--- config.mk ---
export PLATFORM = sky130hd
export DESIGN_NAME = opn_write_seq_flat
export DESIGN_NICKNAME = d
export VERILOG_FILES = /design/src/rtl/opn_seq_pkg.sv /design/src/rtl/opn_write_seq_if.sv /design/src/rtl/opn_seq_timer.sv /design/src/rtl/opn_write_seq.sv /design/src/flat_wrapper.sv
export SDC_FILE = /design/constraint.sdc
export NUM_CORES = 1
export LEC_CHECK = 0
export ABC_AREA = 0
export CAP_MARGIN = 0
export CORE_MARGIN = 2
export CORE_UTILIZATION = 54
export CTS_CLUSTER_SIZE = 8
export DETAILED_ROUTE_END_ITERATION = 8
export PLACE_DENSITY = 0.84
export SLEW_MARGIN = 40
export SYNTH_ARGS = -nofsm -noshare
export SYNTH_HDL_FRONTEND = slang
export SYNTH_SLANG_ARGS = --single-unit
--- constraint.sdc ---
create_clock -name clk_in -period 2.35 [get_ports clk_in]
set_input_delay 0.705 -clock clk_in [delete_from_list [all_inputs] [get_ports clk_in]]
set_output_delay 0.705 -clock clk_in [all_outputs]
set_load 0.005 [all_outputs]
--- src/rtl/opn_seq_pkg.sv ---
// Shared types and constants for the OPN register-write sequencer:
// FSM states, table entry layout and well-known OPN register addresses.
package opn_seq_pkg;

    typedef enum logic [2:0] {
        IDLE,
        ADR_WR,
        ADR_REL,
        DAT_WR,
        DAT_REL,
        WAIT,
        FIN
    } seq_state_t;

    // Entry layout: {port[16], reg[15:8], value[7:0]}
    localparam int ENTRY_W  = 17;
    localparam int PORT_BIT = 16;
    localparam int REG_LSB  = 8;
    localparam int VAL_LSB  = 0;

    localparam logic [7:0] REG_TIMER_CTRL = 8'h27;
    localparam logic [7:0] REG_KEY_ON     = 8'h28;
    localparam logic [7:0] REG_OP_FIRST   = 8'h30;
    localparam logic [7:0] REG_OP_LAST    = 8'hB4;

    typedef logic [ENTRY_W-1:0] entry_t;

    function automatic logic [7:0] entry_reg(entry_t e);
        return e[REG_LSB +: 8];
    endfunction

    function automatic logic [7:0] entry_val(entry_t e);
        return e[VAL_LSB +: 8];
    endfunction

    function automatic logic entry_port(entry_t e);
        return e[PORT_BIT];
    endfunction

endpackage

--- src/rtl/opn_write_seq_if.sv ---
// Chip-side bus of the OPN write sequencer: strobes, address lines,
// data out and the status byte read back from the chip.
interface opn_write_seq_if;
    logic       cs_n;
    logic       wr_n;
    logic       addr;
    logic       a1;
    logic [7:0] din;
    logic [7:0] chip_dout;

    modport master (output cs_n, wr_n, addr, a1, din, input chip_dout);
    modport slave  (input cs_n, wr_n, addr, a1, din, output chip_dout);
endinterface

--- src/rtl/opn_seq_timer.sv ---
// Down-counter for the post-write idle gap. expired is high in the cycle
// whose closing edge brings the count to zero, so a load of N gives N cycles.
module opn_seq_timer #(
    parameter int  GAP = 476,
    localparam int W   = (GAP > 0) ? $clog2(GAP + 1) : 1
) (
    input  logic clk_in,
    input  logic rst_n,
    input  logic cen,
    input  logic load,
    input  logic count,
    output logic expired
);
    logic [W-1:0] cnt_reg;

    always_ff @(posedge clk_in or negedge rst_n) begin
        if (!rst_n) begin
            cnt_reg <= '0;
        end else if (cen) begin
            if (load) begin
                cnt_reg <= W'(GAP);
            end else if (count && cnt_reg != '0) begin
                cnt_reg <= cnt_reg - W'(1);
            end
        end
    end

    // GAP=0 and GAP=1 both yield a single WAIT cycle
    assign expired = (cnt_reg <= W'(1));
endmodule

--- src/rtl/opn_write_seq.sv ---
// Plays a table of {port, reg, value} entries to an OPN/OPN2 chip as
// address/data write pairs, with an idle gap (and optional busy poll) after each.
module opn_write_seq
    import opn_seq_pkg::*;
#(
    parameter int  DEPTH     = 16,
    parameter int  GAP       = 476,
    parameter int  PORTS     = 1,
    parameter int  BUSY_POLL = 0,
    localparam int AW        = $clog2(DEPTH)
) (
    input  logic            clk_in,
    input  logic            rst_n,
    input  logic            cen,
    input  logic            tbl_we,
    input  logic [AW-1:0]   tbl_addr,
    input  logic [16:0]     tbl_data,
    input  logic [AW:0]     len,
    input  logic            start,
    input  logic            abort,
    opn_write_seq_if.master bus,
    output logic            busy,
    output logic            done,
    output logic            aborted,
    output logic [AW-1:0]   idx
);
    localparam logic MULTI_PORT = (PORTS == 2);

    seq_state_t    state_reg;
    entry_t        tbl_mem [DEPTH];
    logic [AW:0]   len_reg;
    logic [AW-1:0] idx_reg;
    logic [7:0]    val_reg;
    logic          busy_reg, done_reg, aborted_reg, abort_seen_reg;
    logic          cs_n_reg, wr_n_reg, addr_reg, a1_reg;
    logic [7:0]    din_reg;

    logic [AW-1:0] next_idx;
    entry_t        next_entry;
    logic          last_entry, chip_ready, gap_done;

    // Table is frozen while a sequence plays so the entries in flight stay coherent
    always_ff @(posedge clk_in) begin
        if (tbl_we && !busy_reg) begin
            tbl_mem[tbl_addr] <= tbl_data;
        end
    end

    assign next_idx   = (state_reg == IDLE) ? '0 : idx_reg + AW'(1);
    assign next_entry = tbl_mem[next_idx];
    assign last_entry = ({1'b0, idx_reg} == len_reg - (AW+1)'(1));
    assign chip_ready = (BUSY_POLL == 0) || !bus.chip_dout[7];

    opn_seq_timer #(.GAP(GAP)) u_timer (
        .clk_in  (clk_in),
        .rst_n   (rst_n),
        .cen     (cen),
        .load    (state_reg == DAT_REL),
        .count   (state_reg == WAIT),
        .expired (gap_done)
    );

    always_ff @(posedge clk_in or negedge rst_n) begin
        if (!rst_n) begin
            state_reg      <= IDLE;
            len_reg        <= '0;
            idx_reg        <= '0;
            val_reg        <= '0;
            busy_reg       <= 1'b0;
            done_reg       <= 1'b0;
            aborted_reg    <= 1'b0;
            abort_seen_reg <= 1'b0;
            cs_n_reg       <= 1'b1;
            wr_n_reg       <= 1'b1;
            addr_reg       <= 1'b0;
            a1_reg         <= 1'b0;
            din_reg        <= '0;
        end else begin
            // Abort is captured even on cen=0 cycles so a short pulse is never lost
            if (abort && busy_reg) begin
                abort_seen_reg <= 1'b1;
            end
            if (cen) begin
                done_reg    <= 1'b0;
                aborted_reg <= 1'b0;
                unique case (state_reg)
                    IDLE: begin
                        if (start) begin
                            len_reg        <= len;
                            idx_reg        <= '0;
                            abort_seen_reg <= 1'b0;
                            if (len == '0) begin
                                state_reg <= FIN;
                                done_reg  <= 1'b1;
                            end else begin
                                state_reg <= ADR_WR;
                                busy_reg  <= 1'b1;
                                cs_n_reg  <= 1'b0;
                                wr_n_reg  <= 1'b0;
                                addr_reg  <= 1'b0;
                                a1_reg    <= MULTI_PORT && entry_port(next_entry);
                                din_reg   <= entry_reg(next_entry);
                                val_reg   <= entry_val(next_entry);
                            end
                        end
                    end
                    ADR_WR: begin
                        state_reg <= ADR_REL;
                        wr_n_reg  <= 1'b1;
                    end
                    ADR_REL: begin
                        state_reg <= DAT_WR;
                        wr_n_reg  <= 1'b0;
                        addr_reg  <= 1'b1;
                        din_reg   <= val_reg;
                    end
                    DAT_WR: begin
                        state_reg <= DAT_REL;
                        wr_n_reg  <= 1'b1;
                    end
                    DAT_REL: begin
                        state_reg <= WAIT;
                        cs_n_reg  <= 1'b1;
                        addr_reg  <= 1'b0;
                    end
                    WAIT: begin
                        if (gap_done && chip_ready) begin
                            if (abort_seen_reg || abort || last_entry) begin
                                state_reg   <= FIN;
                                busy_reg    <= 1'b0;
                                done_reg    <= 1'b1;
                                aborted_reg <= abort_seen_reg || abort;
                            end else begin
                                state_reg <= ADR_WR;
                                idx_reg   <= next_idx;
                                cs_n_reg  <= 1'b0;
                                wr_n_reg  <= 1'b0;
                                addr_reg  <= 1'b0;
                                a1_reg    <= MULTI_PORT && entry_port(next_entry);
                                din_reg   <= entry_reg(next_entry);
                                val_reg   <= entry_val(next_entry);
                            end
                        end
                    end
                    FIN: begin
                        state_reg      <= IDLE;
                        abort_seen_reg <= 1'b0;
                    end
                    default: state_reg <= IDLE;
                endcase
            end
        end
    end

    assign bus.cs_n = cs_n_reg;
    assign bus.wr_n = wr_n_reg;
    assign bus.addr = addr_reg;
    assign bus.a1   = a1_reg;
    assign bus.din  = din_reg;
    assign busy     = busy_reg;
    assign done     = done_reg;
    assign aborted  = aborted_reg;
    assign idx      = idx_reg;
endmodule

--- src/flat_wrapper.sv ---
// flat-port wrapper written by rule: the top's interface ports become plain ports
module opn_write_seq_flat import opn_seq_pkg::*;
#(
    parameter int  DEPTH     = 16,
    parameter int  GAP       = 476,
    parameter int  PORTS     = 1,
    parameter int  BUSY_POLL = 0,
    localparam int AW        = $clog2(DEPTH)
)
  (clk_in, rst_n, cen, tbl_we, tbl_addr, tbl_data, len, start, abort, busy, done, aborted, idx, bus_cs_n, bus_wr_n, bus_addr, bus_a1, bus_din, bus_chip_dout);
  opn_write_seq_if bus_i ();
  input  logic clk_in;
  input  logic rst_n;
  input  logic cen;
  input  logic tbl_we;
  input  logic [AW-1:0] tbl_addr;
  input  logic [16:0] tbl_data;
  input  logic [AW:0] len;
  input  logic start;
  input  logic abort;
  output logic busy;
  output logic done;
  output logic aborted;
  output logic [AW-1:0] idx;
  output wire logic [$bits(bus_i.cs_n)-1:0] bus_cs_n;
  output wire logic [$bits(bus_i.wr_n)-1:0] bus_wr_n;
  output wire logic [$bits(bus_i.addr)-1:0] bus_addr;
  output wire logic [$bits(bus_i.a1)-1:0] bus_a1;
  output wire logic [$bits(bus_i.din)-1:0] bus_din;
  input wire logic [$bits(bus_i.chip_dout)-1:0] bus_chip_dout;
  assign bus_cs_n = bus_i.cs_n;
  assign bus_wr_n = bus_i.wr_n;
  assign bus_addr = bus_i.addr;
  assign bus_a1 = bus_i.a1;
  assign bus_din = bus_i.din;
  assign bus_i.chip_dout = bus_chip_dout;
  opn_write_seq #(.DEPTH(DEPTH), .GAP(GAP), .PORTS(PORTS), .BUSY_POLL(BUSY_POLL)) u_core (.clk_in(clk_in), .rst_n(rst_n), .cen(cen), .tbl_we(tbl_we), .tbl_addr(tbl_addr), .tbl_data(tbl_data), .len(len), .start(start), .abort(abort), .bus(bus_i), .busy(busy), .done(done), .aborted(aborted), .idx(idx));
endmodule
Word level (Yosys, flattened, before mapping)
Memory sizes are Yosys's and may differ from the RTL's.
Cells that the tools add are included.
Widths: inputs -> output; s select.
{"block": "totals", "ramBits": 272, "romBits": 0, "in_bits": 40, "n_memories": 1, "output_inout_bits": 19, "ff_bits": 45, "elab_cells": 106, "latch_bits": 0}
{"memory": "u_core.tbl_mem", "depth": 16, "width": 17, "read_ports": 1, "rd_clocked_by_memory_dff": 0, "write_ports": 1, "line_no": "opn_write_seq.sv:30", "text": "entry_t tbl_mem [DEPTH];"}
{"block": "op_classes", "muxes": 49, "n_addsub": 3, "n_reduce_logical": 26, "n_bitwise": 0, "n_eq_ne": 12, "div": 0, "mul": 0, "order_cmp": 1, "shifts": 0}
{"op": "$mux 8", "n": 8}
{"op": "$reduce_and 6->1", "n": 6}
{"op": "$pmux 8 s3", "n": 1}
{"op": "$mux 1", "n": 20}
{"op": "$mux 9", "n": 2}
{"op": "$pmux 3 s6", "n": 1}
{"op": "$mux 4", "n": 4}
{"op": "$pmux 8 s2", "n": 1}
{"op": "$mux 3", "n": 4}
{"op": "$eq 3x3->1 const B", "n": 3}
{"op": "$le 9x1->1 const B", "n": 1}
{"op": "$reduce_bool 9->1", "n": 1}
{"op": "$sub 9x1->9 const B", "n": 1}
{"op": "$pmux 1 s2", "n": 4}
{"op": "$pmux 1 s4", "n": 2}
{"op": "$pmux 4 s2", "n": 1}
{"op": "$reduce_bool 4->1", "n": 2}
{"op": "$eq 3x2->1 const B", "n": 2}
{"op": "$ne 2x2->1 const B", "n": 3}
{"op": "$reduce_and 3->1", "n": 2}
{"op": "$reduce_bool 3->1", "n": 2}
{"op": "$eq 4x5->1", "n": 1}
{"op": "$logic_not 5->1", "n": 1}
{"op": "$reduce_and 5->1", "n": 1}
{"op": "other kinds (12)", "n": 17}

Longest topological paths before layout
Gate-level depths: netlist of run 1.
{"block": "depth", "ltp_word": 6, "depth_mapped": 10, "ltp_nobuf": 8}

Cells and area by module
A second synthesis of run 1 with hierarchy kept.
{"block": "hier_totals", "cells_unflattened": 900, "area_unflattened_um2": 12813.5}
{"module": "opn_write_seq", "n_inst": 1, "cells_per_inst": 832, "seq_area_each_um2": 8565.7, "area_per_inst_um2": 12190.4}
{"module": "opn_seq_timer", "n_inst": 1, "cells_per_inst": 68, "seq_area_each_um2": 225.2, "area_per_inst_um2": 623.1}

Worst setup path before layout of run 1
Ideal clock, no wire load.
{"block": "synth_path", "kind": "input -> register", "from": "in tbl_we", "to": "mem u_core.tbl_mem[0][0] (netlist bit), enable pin", "path_stages": 3, "slack_ns": -0.335, "arrival_ns": 2.276, "n_path_buf": 0, "required_ns": 1.941, "setup_time_ns": 0.409, "path_cell_list": "nand2b_1 > or3_1 > nor3_1"}
{"block": "synth_via", "elab_chain_cells": 3}
{"item": "from (decl)", "line_no": "flat_wrapper.sv:15", "text": "input logic tbl_we;"}
{"item": "$logic_and 1x1->1", "line_no": "opn_write_seq.sv:44", "text": "if (tbl_we && !busy_reg) begin"}
{"item": "$mux 1", "line_no": "opn_write_seq.sv:44"}
{"item": "$mux 1 (not written as such)", "line_no": "opn_write_seq.sv:45", "text": "tbl_mem[tbl_addr] <= tbl_data;"}
{"item": "to (decl)", "line_no": "opn_write_seq.sv:30"}
Every way passes these cells.

Worst setup path after layout of run 1
{"block": "layout_path", "from": "reg u_core.idx_reg[0], in the netlist u_core.idx[0]", "to": "reg u_core.val_reg[4]"}
{"block": "layout_via", "elab_chain_cells": 6, "word_cells_on_any_way": 12, "classes_between": "add/sub (1); eq/ne (2); mux (6); reduce/logical (2); memory (1)"}
{"item": "from (decl)", "line_no": "opn_write_seq.sv:32", "text": "logic [AW-1:0] idx_reg;"}
{"item": "from (signal assigned)", "line_no": "opn_write_seq.sv:135", "text": "idx_reg <= next_idx;"}
{"item": "$add 4x1->4", "line_no": "opn_write_seq.sv:49", "text": "assign next_idx = (state_reg == IDLE) ? '0 : idx_reg + AW'(1);"}
{"item": "$mux 4", "line_no": "opn_write_seq.sv:49"}
{"item": "$mem_v2 16x17"}
{"item": "$mux 8, on equally long branches", "line_no": "opn_write_seq.sv:128, opn_write_seq.sv:92"}
{"item": "$mux 8, on equally long branches", "line_no": "opn_write_seq.sv:127, opn_write_seq.sv:88"}
{"item": "$pmux 8 s2", "line_no": "opn_write_seq.sv:86", "text": "unique case (state_reg)"}
{"item": "to (signal assigned)", "line_no": "opn_write_seq.sv:103", "text": "val_reg <= entry_val(next_entry);"}
{"item": "to (signal assigned)", "line_no": "opn_write_seq.sv:141", "text": "val_reg <= entry_val(next_entry);"}
{"item": "to (decl)", "line_no": "opn_write_seq.sv:33", "text": "logic [7:0] val_reg;"}
Several ways; a longest one is shown, not always the timed one. The select of a mux whose other input is x is not followed.
A chain may end at the register's enable or synchronous reset.

==> impl_metrics.toml, run 1 <==
[logic_synthesis]
synth_flop_cell = "edfxtp_1"
ys_types = 69
ys_ff_latch = 300
synth.yosys.seq_area_share = 0.702
synth_top_cell_area_share = 0.614
syn_avg_cell_area_um2 = 14.2
synth.area.top_cells = "edfxtp_1 61%, dfrtp_1 8.4%, mux2_2 2.8%"
yosys_warnings = 0
netlist_instances = 882
synth_top_area_cell = "edfxtp_1"
synth_edf_count = 256
async_flop_share = 0.147
syn-cell-area_um2 = 12500
synth_nets = 926

[layout]
area_growth_pct = 24.9
largest_register_ffs = 256
nets = 1076
layout-drive-gt1-share = 0.235
finalNonFillerCells = 1335
antenna_cells = 0
stdcell_area_um2 = 15600

[setup_path]
critPathCaptureType = "register"
slowest_stage = "dfrtp_4"
crit_buf_inv = 1
cp_num_cells = 7
critPathLaunch = "u_core.idx[0]$_DFFE_PN0P_"
r2r_start = "u_core.idx[0]$_DFFE_PN0P_"
reg2reg_to = "u_core.val_reg[4]$_DFFE_PN0P_"
max_stage_delay_ps = 500
crit_type = "reg -> reg"
crit_chain = "ha_2 > o31a_2 > buf_12 > mux4_2 > o21ai_1 > o22ai_2 > mux2_2"
critical_path.top_delay_family = "compound AO/OA/AOI/OAI gates"
r2r_cells = 7
critPathLaunchType = "register"
worst-r2r-setup-slack_ps = -60
crit_end = "u_core.val_reg[4]$_DFFE_PN0P_"
cp_data_arrival_time_ps = 2820
crit_fanout = 28
cp_data_required_time_ps = 2760

[grt]
grt_pass1_vias = 8538
grt_max_degree = 35
grtUsageTotal = 0.266
antenna_found_initial = 0
overflow = 0
grt_pass1_wl_um = 48900

[clock_tree]
clkSlewWorstSetupHoldPaths_ps = 50
insertion_delay_ps = 530
clockBufferDepth = 3
cts_sinks = 300
htreeDepth = 2
cts_tree = "yes"
clock-root-buffer = "clkbuf_16"
postCtsHoldBufs = 0
cts_buffers = 43

[sta]
tightest_slew_ps = 642
finalCriticalPeriod_ps = 2410
final.setup.worst_slack_ps = -56.4
setup_viol = 3
max_freq_mhz = 416
relSlewSlack = 0.561
drv_slew = 0
rsz0062_at_grt = "yes"
fin_skew_ps = 18.9
fin_crit_sh = 1.02
hold_violations = 0

[route]
wl_um = 33400
detail-route-antenna-nets = 0
wire_per_inst_um = 25.0
drc = 0
dr.pass1.iters = 6
num_vias = 8692
drt_iter0_drc = 1324
via_per_inst = 6.51

[placed_design]
placed_cell_area_um2 = 14200
place_hpwl_um = 19300
io_buffer_count = 48
gp_congestion = 0.896
dp_cells = 1267
dp_slack_ps = -418

[floorplan]
die_y_um = 156
dieArea_um2 = 24400
die_w_um = 156
start_util = 0.552
core_area_um2 = 22700
pin_count = 59
rows = 55

[job]
maxCapViolCount = 0

[min_path]
hold_class = "in -> async"

[pwr]
p_leak_nw = 5.38
peakVddDrop_mv = 0.619
powerDensity_nw_per_um2 = 1110

[status]
violations = "negative setup slack"
status = "finished with violations"
-- cells in the mapped netlist, types with 3 or more instances --
library cell and number:
nor4_1 5, xnor2_1 5, xor2_1 5, ha_1 4, o21ai_0 64, a21oi_1 58
o211ai_1 3, mux2_2 31, clkbuf_1 18, nand3_1 9, o31ai_1 9, buf_1 4
or3_1 9, mux2i_1 33, a32o_1 7, o32ai_1 4, nand2b_1 7, a22oi_1 5
nor2b_1 4, mux4_2 8, edfxtp_1 256, a22o_1 3, and3_1 8, buf_2 26
a211oi_1 18, a31oi_1 8, o22ai_1 17, nand2_1 87, o221ai_1 3, a2bb2oi_1 3
dfrtp_1 42, inv_1 10, nor2_1 34, a32oi_1 8, nor3_1 19, buf_6 4
-- metrics by stage --
step / power (mW) / hold WS [ps] / TNS, ps / utilization
floorplan: 9.31 / 409 / 0 / -
global placement: 11.1 / 488 / -6200 / 0.623
detailed placement: 11.3 / 495 / -12100 / 0.623
CTS: 17.0 / 267 / -31.7 / 0.682
global route: 18.0 / 148 / -252 / 0.689
finish: 17.4 / 115 / -92.6 / 0.689
-- power by group --
part	switching (mW)	internal [mW]	total, mW
Sequential	0.273	6.19	6.47
Clock	2.10	3.31	5.41
Combinational	3.11	2.42	5.54
-- placed cells by master (no fill, tap or decap), types with 9 or more instances in the layout --
| cell type | n |
|---|---|
| clkdlybuf4s50_1 | 46 |
| nor3_1 | 13 |
| a211oi_1 | 15 |
| buf_12 | 18 |
| nand2_1 | 87 |
| nor2_1 | 33 |
| o21ai_1 | 14 |
| clkbuf_1 | 16 |
| nand3_1 | 9 |
| clkbuf_16 | 44 |
| buf_4 | 83 |
| dfrtp_1 | 40 |
| o22ai_1 | 14 |
| a21oi_1 | 56 |
| mux2i_1 | 33 |
| inv_1 | 9 |
| mux2_2 | 31 |
| o21ai_0 | 50 |
| edfxtp_1 | 256 |
-- routing by layer --
metal / wire length (um) / global-route usage
met4: 1400 / 0.114
met3: 3560 / 0.0523
met1: 12300 / 0.343
met2: 16200 / 0.443
met5: 0 / 0
-- area by class of cell --
class | count | area, um2
inverters | 11 | 41.3
well taps | 285 | 357
clock inverters | 4 | 31.3
repair buffers | 159 | 1660
fillers | 1354 | 7070
multi-input cells | 517 | 3620
flip-flops and latches | 300 | 8800
clock buffers | 59 | 1140
-- worst min-delay path by stage --
stage	start	endpoint	slack [ps]	cells past startpoint
final	rst_n	u_core.u_timer.cnt_reg[1]$_DFFE_PN0P_	110	1
after global routing	rst_n	u_core.u_timer.cnt_reg[3]$_DFFE_PN0P_	150	1
after CTS	rst_n	u_core.u_timer.cnt_reg[3]$_DFFE_PN0P_	270	1
after detailed placement	u_core.val_reg[3]$_DFFE_PN0P_	u_core.val_reg[3]$_DFFE_PN0P_	500	1
after global placement	u_core.bus.din[1]$_DFFE_PN0P_	u_core.bus.din[1]$_DFFE_PN0P_	490	2
after floorplan	rst_n	u_core.abort_seen_reg$_DFF_PN0_	410	0
-- logic make-up (layout without fill, tap and decap cells) --
group	count (synthesis)	after routing	share of synthesized area
DFF	300	300	0.702
muxes	73	73	0.0698
and+or+nand+nor	202	202	0.0770
AOI/OAI and AO/OA	227	227	0.115
buffers and inverters	65	233	0.0251
xor gates and xnor gates	10	10	0.00699
other	1	1	0.000299
adders and majority gates	4	4	0.00400
-- repair_timing --
action                                  4_1_cts  5_1_grt
resized for setup                            23       36
endpoints found under the setup margin       17       23
pin swaps                                     3        8
setup buffers                                 1        1
cloned                                        2        1
No activity file was read; power rests on OpenSTA's default activity.
==> inputs of run 2 (changes only) <==
Settings changed: ABC_AREA 0 to default, SLEW_MARGIN 40 to 5.
==> impl_metrics.toml, run 2 (synthesized netlist as in run 1, its figures left out) <==
[sta]
setup_viol = 2
fin_crit_sh = 1.03
hold_violations = 0
max_freq_mhz = 415
relSlewSlack = 0.494
fin_skew_ps = 20.0
finalCriticalPeriod_ps = 2410
drv_slew = 0
rsz0062_at_grt = "yes"
tightest_slew_ps = 759
final.setup.worst_slack_ps = -61.6

[layout]
layout_commonest_cell = "edfxtp_1"
mostFrequentLayoutCells = "256 x edfxtp_1, 87 x nand2_1, 82 x buf_4"
nets = 1076
antenna_cells = 0
fillers = 1355
area_growth_pct = 24.8
largest_register_ffs = 256
layout-drive-gt1-share = 0.235
finalNonFillerCells = 1335
post-route-util = 0.689

[floorplan]
dieArea_um2 = 24400
core_area_um2 = 22700
pin_count = 59
rows = 55
die_y_um = 156
die_w_um = 156
start_util = 0.552

[status]
violations = "negative setup slack"
status = "finished with violations"

[grt]
overflow = 0
grt_pass1_wl_um = 48900
grt_pass1_vias = 8538
antenna_found_initial = 0
grtUsageTotal = 0.266
grt_max_degree = 35

[setup_path]
cp_data_arrival_time_ps = 2820
cp_data_required_time_ps = 2760
crit_type = "reg -> reg"
crit_fanout = 28
critPathCaptureType = "register"
worst-r2r-setup-slack_ps = -60
critPathLaunchType = "register"

[pwr]
peakVddDrop_mv = 0.619
p_leak_nw = 5.38
powerDensity_nw_per_um2 = 1110

[clock_tree]
clockBufferDepth = 3
cts_sinks = 300
insertion_delay_ps = 530
htreeDepth = 2
cts_buffers = 43
clock-root-buffer = "clkbuf_16"
clkSlewWorstSetupHoldPaths_ps = 50
postCtsHoldBufs = 0
cts_tree = "yes"

[route]
wire_per_inst_um = 25.0
drc = 0
dr.pass1.iters = 6
wl_um = 33400
drt_iter0_drc = 1324
via_per_inst = 6.51
num_vias = 8697
detail-route-antenna-nets = 0

[min_path]
hold_class = "in -> async"

[placed_design]
dp_cells = 1267
place_hpwl_um = 19300
gp_congestion = 0.896
io_buffer_count = 48

[job]
maxCapViolCount = 0
[run 2: cell count changes in the layout (fill, tap and decap cells not counted)]
cell,change
buf_4,-1
buf_2,+1
[run 2: metrics by stage]
step	hold slack (ps)	TNS, ps	setup WS (ps)	cell area, um2	total power, mW
global route	309	-252	-135	15600	18.0
finish	245	-78.1	-61.6	15600	17.4
detailed placement	495	-12100	-418	14200	11.3
CTS	267	-31.7	-13.7	15500	17.0
global placement	488	-6200	-358	14200	11.1
floorplan	409	0	15.8	12500	9.31
[run 2: worst paths after layout]
path,from,end,cells past startpoint
worst max-delay path,u_core.idx[0]$_DFFE_PN0P_,u_core.val_reg[4]$_DFFE_PN0P_,7
worst min-delay path,rst_n,u_core.u_timer.cnt_reg[1]$_DFFE_PN0P_,1
worst max register to register,u_core.idx[0]$_DFFE_PN0P_,u_core.val_reg[4]$_DFFE_PN0P_,7
worst min register to register,u_core.bus.din[2]$_DFFE_PN0P_,u_core.bus.din[2]$_DFFE_PN0P_,2
max in group asynchronous,rst_n,u_core.bus.din[7]$_DFFE_PN0P_,2
min in group clk_in,u_core.bus.din[2]$_DFFE_PN0P_,u_core.bus.din[2]$_DFFE_PN0P_,2
[run 2: critical path, stage by stage, from the launching register on]
cell and delay [ps]:
dfrtp_4 500, ha_2 330, o31a_2 200, buf_12 210, mux4_2 330, o21ai_1 260, o22ai_2 170, mux2_2 290
[run 2: metal layers]
| metal | share of wire | vias to the layer above | track usage |
|---|---|---|---|
| li1 | - | 3709 | - |
| met3 | 0.10 | 99 | 0.0523 |
| met2 | 0.48 | 649 | 0.443 |
| met1 | 0.37 | 4240 | 0.343 |
| met4 | 0.041 | 0 | 0.114 |
| met5 | 0 | - | 0 |
[run 2: power breakdown]
group          internal [mW]  total, mW  switching [mW]
Clock                   3.31       5.41            2.10
Sequential              6.19       6.47           0.273
Combinational           2.42       5.53            3.11
Total                   11.9       17.4            5.48
[run 2: repair_timing]
item | 4_1_cts | 5_1_grt
cloned | 2 | 1
pin swaps | 3 | 8
endpoints found under the setup margin | 17 | 23
gates resized for setup | 23 | 36
buffers inserted | 1 | 1
[run 2: layout make-up]
type	count	area (um2)	area share
clock inverter	4	31.3	0.00200
inverter	11	41.3	0.00264
clock buffer	59	1140	0.0727
tap	285	357	0.0228
multi-input combinational	517	3620	0.231
timing repair buffer	159	1660	0.106
sequential	300	8800	0.563
